**src/rtl/sweep_sequencer.sv**
```systemverilog
`timescale 1ns / 1ps
// sweep_sequencer
//
// Drives an external up/down counter through a number of triangle sweeps
// between a low bound and a high bound. A sequence first seeks the counter to
// the low bound, then runs lo -> hi -> lo once per period, then parks at lo.
// The counter is outside this block: it is steered through cnt_enable and
// cnt_updown, and its count is observed on cnt_value.
//
// Ports:
//   clk          rising-edge clock
//   rstn         asynchronous active-low reset
//   cmd_valid    command request, taken when cmd_ready is high
//   cmd_ready    high exactly when idle
//   cmd_lo       sweep low bound
//   cmd_hi       sweep high bound (must be above cmd_lo)
//   cmd_periods  number of full sweeps (must be non-zero)
//   abort        stop the running sequence (ignored when idle)
//   cnt_value    current count of the external counter
//   cnt_enable   counter enable (registered)
//   cnt_updown   counter direction, 1 = up (registered)
//   busy         high while a sequence is running
//   done         one-cycle pulse when a sequence completes
//   err          one-cycle pulse when a command is rejected
//   aborted      one-cycle pulse when a sequence is aborted

module sweep_sequencer #(
    parameter int WIDTH = 8,
    parameter int PW    = 8
) (
    input  logic             clk,
    input  logic             rstn,
    input  logic             cmd_valid,
    output logic             cmd_ready,
    input  logic [WIDTH-1:0] cmd_lo,
    input  logic [WIDTH-1:0] cmd_hi,
    input  logic [PW-1:0]    cmd_periods,
    input  logic             abort,
    input  logic [WIDTH-1:0] cnt_value,
    output logic             cnt_enable,
    output logic             cnt_updown,
    output logic             busy,
    output logic             done,
    output logic             err,
    output logic             aborted
);

    typedef enum logic [1:0] {
        IDLE,
        SEEK,
        UP,
        DOWN
    } state_t;

    localparam logic [WIDTH-1:0] ONE_W = WIDTH'(1);
    localparam logic [PW-1:0]    ONE_P = PW'(1);

    state_t           state, state_nx;
    logic [WIDTH-1:0] lo, lo_nx;
    logic [WIDTH-1:0] hi, hi_nx;
    logic [PW-1:0]    rem, rem_nx;
    logic             enable_nx, updown_nx, done_nx, err_nx, aborted_nx;

    logic [WIDTH-1:0] lo_m1, lo_p1, hi_m1;
    logic             onto_lo;

    assign lo_m1 = lo - ONE_W;
    assign lo_p1 = lo + ONE_W;
    assign hi_m1 = hi - ONE_W;

    // The counter lands on lo at this very edge, so the seek is already over
    // and the first upward step must be issued now rather than one edge late.
    assign onto_lo = cnt_enable &&
                     (( cnt_updown && (cnt_value == lo_m1)) ||
                      (!cnt_updown && (cnt_value == lo_p1)));

    assign cmd_ready = (state == IDLE);
    assign busy      = (state != IDLE);

    always_comb begin
        // NOTE: every signal gets a default first so no path through the
        // case statement leaves a value unassigned and infers a latch.
        state_nx   = state;
        lo_nx      = lo;
        hi_nx      = hi;
        rem_nx     = rem;
        enable_nx  = cnt_enable;
        updown_nx  = cnt_updown;
        done_nx    = 1'b0;
        err_nx     = 1'b0;
        aborted_nx = 1'b0;

        unique case (state)
            IDLE: begin
                enable_nx = 1'b0;
                if (cmd_valid) begin
                    if ((cmd_hi <= cmd_lo) || (cmd_periods == '0)) begin
                        err_nx = 1'b1;
                    end else begin
                        lo_nx    = cmd_lo;
                        hi_nx    = cmd_hi;
                        rem_nx   = cmd_periods;
                        state_nx = SEEK;
                    end
                end
            end

            SEEK: begin
                enable_nx = 1'b1;
                if ((cnt_value == lo) || onto_lo) begin
                    updown_nx = 1'b1;
                    state_nx  = UP;
                end else begin
                    updown_nx = (cnt_value < lo);
                end
            end

            UP: begin
                // The step taken at this edge reaches hi; turn around so hi is
                // held for exactly one cycle.
                if (cnt_value == hi_m1) begin
                    updown_nx = 1'b0;
                    state_nx  = DOWN;
                end
            end

            DOWN: begin
                if (cnt_value == lo_p1) begin
                    rem_nx = rem - ONE_P;
                    if (rem == ONE_P) begin
                        enable_nx = 1'b0;
                        done_nx   = 1'b1;
                        state_nx  = IDLE;
                    end else begin
                        updown_nx = 1'b1;
                        state_nx  = UP;
                    end
                end
            end

            default: state_nx = IDLE;
        endcase

        // Abort wins over any transition taken above, including completion.
        if (abort && (state != IDLE)) begin
            rem_nx     = rem;
            enable_nx  = 1'b0;
            done_nx    = 1'b0;
            aborted_nx = 1'b1;
            state_nx   = IDLE;
        end
    end

    always_ff @(posedge clk or negedge rstn) begin
        if (!rstn) begin
            state      <= IDLE;
            lo         <= '0;
            hi         <= '0;
            rem        <= '0;
            cnt_enable <= 1'b0;
            cnt_updown <= 1'b0;
            done       <= 1'b0;
            err        <= 1'b0;
            aborted    <= 1'b0;
        end else begin
            // NOTE: non-blocking assignments so every register samples the
            // values computed before this edge, independent of statement order.
            state      <= state_nx;
            lo         <= lo_nx;
            hi         <= hi_nx;
            rem        <= rem_nx;
            cnt_enable <= enable_nx;
            cnt_updown <= updown_nx;
            done       <= done_nx;
            err        <= err_nx;
            aborted    <= aborted_nx;
        end
    end

endmodule

```
**config.mk**
```make
export PLATFORM = sky130hd
export DESIGN_NAME = sweep_sequencer
export DESIGN_NICKNAME = d
export VERILOG_FILES = /design/src/rtl/sweep_sequencer.sv
export SDC_FILE = /design/constraint.sdc
export NUM_CORES = 1
export LEC_CHECK = 0
export CORE_MARGIN = 2
export CORE_UTILIZATION = 54
export CTS_CLUSTER_SIZE = 10
export DETAILED_ROUTE_END_ITERATION = 10
export GPL_TIMING_DRIVEN = 1
export PLACE_DENSITY_LB_ADDON = 0.05
export SYNTH_ARGS = -nofsm -noshare
export SYNTH_HDL_FRONTEND = slang
export SYNTH_SLANG_ARGS = --single-unit
```
**constraint.sdc**
```tcl
create_clock -name clk -period 3.1 [get_ports clk]
set_clock_uncertainty 0.2 [all_clocks]
set_input_delay 0.62 -clock clk [delete_from_list [all_inputs] [get_ports clk]]
set_output_delay 0.62 -clock clk [all_outputs]
set_load 0.005 [all_outputs]
```
==> flow_summary.json <==
{
  "setup_viol": 0,
  "coreArea_um2": 4690,
  "ys_warn_count": 0,
  "worst_r2r_startpoint": "lo[0]",
  "fin_nets": 417,
  "vias": 2431,
  "max_freq_mhz": 348,
  "synthToLayoutAreaGrowth_pct": 25.1,
  "grt_pass1_vias": 2354,
  "avgSynthCellArea_um2": 8.68,
  "antenna_left": 0,
  "synth_cell_types": 59,
  "ys_seq_elements": 31,
  "synthCells": 301,
  "max_cap_violations": 0,
  "htree_levels": 2,
  "cts_sinks": 31,
  "synth_area_leaders": "dfrtp_1 30%, ha_1 10%, xnor2_1 6.0%, inv_1 4.0%, o21ai_0 3.4%",
  "finalHoldViolCount": 0,
  "mostFrequentLayoutCell": "clkdlybuf4s50_1",
  "timing_worst_setup_path_type": "in2reg",
  "leakagePower_uw": 0.00141,
  "cts.hold.buffers_added": 0,
  "clock_latency_ns": 0.28,
  "avgRoutedWirePerCell_um": 15.9,
  "wl_um": 6600,
  "grt-ovfl-total": 0,
  "dp_slack_ns": -0.0883,
  "top_usage_layer": "met2",
  "critPathCaptureType": "flip-flop",
  "clock_path_buffers": 2,
  "yosysTopAreaCell": "dfrtp_1",
  "fin_crit_sh_pct": 92.7,
  "critical_path_required_ns": 3.09,
  "fp.dieW_um": 73.5,
  "post_cts_resized": 0,
  "grtUsageMet3_pct": 4.25,
  "die_y_um": 73.5,
  "drc": 0,
  "ir_drop_mv": 0.479,
  "synth-edff-count": 0,
  "slowest_stage": "clkdlybuf4s50_1",
  "r2r_setup_slack_ns": 0.47,
  "dr.pass1.iters": 5,
  "arrival_ns": 2.86,
  "ys.flop_type": "dfrtp_1",
  "min_from": "rem[6]",
  "dp_hpwl_um": 5200,
  "drtIter0Drc": 124,
  "async_reset_ff_share_pct": 100,
  "grt_max_degree": 32,
  "status": "complete, no violations",
  "cts_root_buffer": "clkbuf_8",
  "final_util_pct": 69.6,
  "initial_core_util_pct": 55.7,
  "antenna_found_initial": 0,
  "port_buffers": 42,
  "slew_viol_final": 0,
  "rsz0062_at_grt": "no",
  "hold_path.class": "reg2reg",
  "synth_seq_area_share_pct": 29.7,
  "via_per_inst": 5.86,
  "clkTransAtPathRegs_ns": 0.07,
  "slew_headroom_pct": 61.2,
  "power_density_nw_per_um2": 597,
  "cp-start-kind": "input pin",
  "worstMarginPinSlew_ns": 0.580,
  "antenna_cells": 0,
  "worstPathMaxFanout": 14,
  "synth_top_area_share_pct": 29.7,
  "period_needed_ns": 2.87,
  "io_pins": 43,
  "die_area_um2": 5410,
  "syn_area_um2": 2610,
  "place.gp.congestion": 0.932,
  "cts_setup_buffers": 0,
  "path_cells": "clkdlybuf4s50_1, inv_1, ha_1, nor2b_1, o211ai_1, a21oi_1, o31a_2, buf_4, o2111a_1, nor4_2",
  "met1_usage_pct": 35.1,
  "syn-num-nets": 358,
  "final_cell_mix": "42 x clkdlybuf4s50_1, 31 x dfrtp_1, 28 x inv_1",
  "cts_buffers": 5,
  "crit_path_start": "cmd_lo[1]",
  "critPathMaxStageDelay_ns": 0.48,
  "layout_setup_ws_ns": 0.226,
  "met2_usage_pct": 44.1,
  "gr-usage-all-layers_pct": 26.5,
  "core.rowCount": 25,
  "cts_tree": "done",
  "grt_pass1_wl_um": 10900,
  "drive_above_1_share_pct": 11.9
}
-- report_power, final --
part | switching [uW] | internal, uW | total [uW] | leakage (uW)
Sequential | 172 | 526 | 698 | 0.000383
Clock | 152 | 158 | 310 | 0.0000422
Combinational | 460 | 481 | 941 | 0.000981
-- layer usage --
metal / vias up / part of all wire, %
met2: 48 / 48
met3: 12 / 2.7
met1: 1152 / 48
li1: 1219 / -
met4: 0 / 1.9
met5: - / 0
-- logic make-up (layout without fill, tap and decap cells) --
group | Yosys count | after routing | share of synthesized area, %
simple gates | 115 | 115 | 25.0
flops | 31 | 31 | 29.7
fa+ha+maj | 21 | 21 | 10.1
xor+xnor | 23 | 23 | 7.71
mux | 7 | 7 | 3.02
buf+inv | 38 | 98 | 6.47
compound gates | 66 | 66 | 18.1
-- worst paths after layout --
kind                          end  cells past startpoint
setup / recovery           rem[5]                     10
hold / removal             rem[6]                      1
setup reg to reg           rem[5]                      9
hold reg to reg            rem[6]                      1
max in group asynchronous   hi[1]                      2
min in group asynchronous  rem[7]                      2
-- layout make-up --
cell class | instances | area, um2
multi-input cells | 232 | 1670
fillers | 409 | 1430
flip-flops and latches | 31 | 776
repair buffers | 62 | 571
inverters | 28 | 105
clock buffers | 7 | 76.3
well taps | 54 | 67.6
clock inverters | 1 | 5.00
-- per-stage QoR --
| stage | TNS [ns] | std cells | cell area, um2 | hold WS [ns] | total power, uW |
|---|---|---|---|---|---|
| after global routing | 0 | 415 | 3270 | 0.337 | 2090 |
| after detailed placement | -0.162 | 407 | 3190 | 0.287 | 1630 |
| after floorplan | 0 | 301 | 2610 | 0.124 | 1320 |
| after global placement | -0.0194 | 407 | 3190 | 0.287 | 1610 |
| after CTS | 0 | 415 | 3270 | 0.302 | 1940 |
| final | 0 | 415 | 3270 | 0.299 | 1950 |
-- critical path, delay by kind of cell --
| family | cells | cell delay (ns) |
|---|---|---|
| AND/OR/NAND/NOR | 2 | 0.40 |
| adder cells (fa/ha/maj) | 1 | 0.30 |
| AO/OA/AOI/OAI | 4 | 0.83 |
| buffers and inverters | 3 | 0.72 |
-- registers in the layout, indices dropped and copies added (netlist names) --
name        count
err             1
hi              8
rem             8
done            1
cnt_updown      1
cnt_enable      1
lo              8
aborted         1
state           2
-- Yosys cell counts (all sizes together) (6+ instances only) --
cell type,count
buf,7
nor4,6
nor2,16
ha,21
a21oi,10
dfrtp,31
nand2,20
and3,9
nand4,8
nor2b,9
inv,28
xnor2,18
mux2,7
nand3,8
o21ai,18
nor3,14
Note: power is estimated with default switching activity, not from simulation.
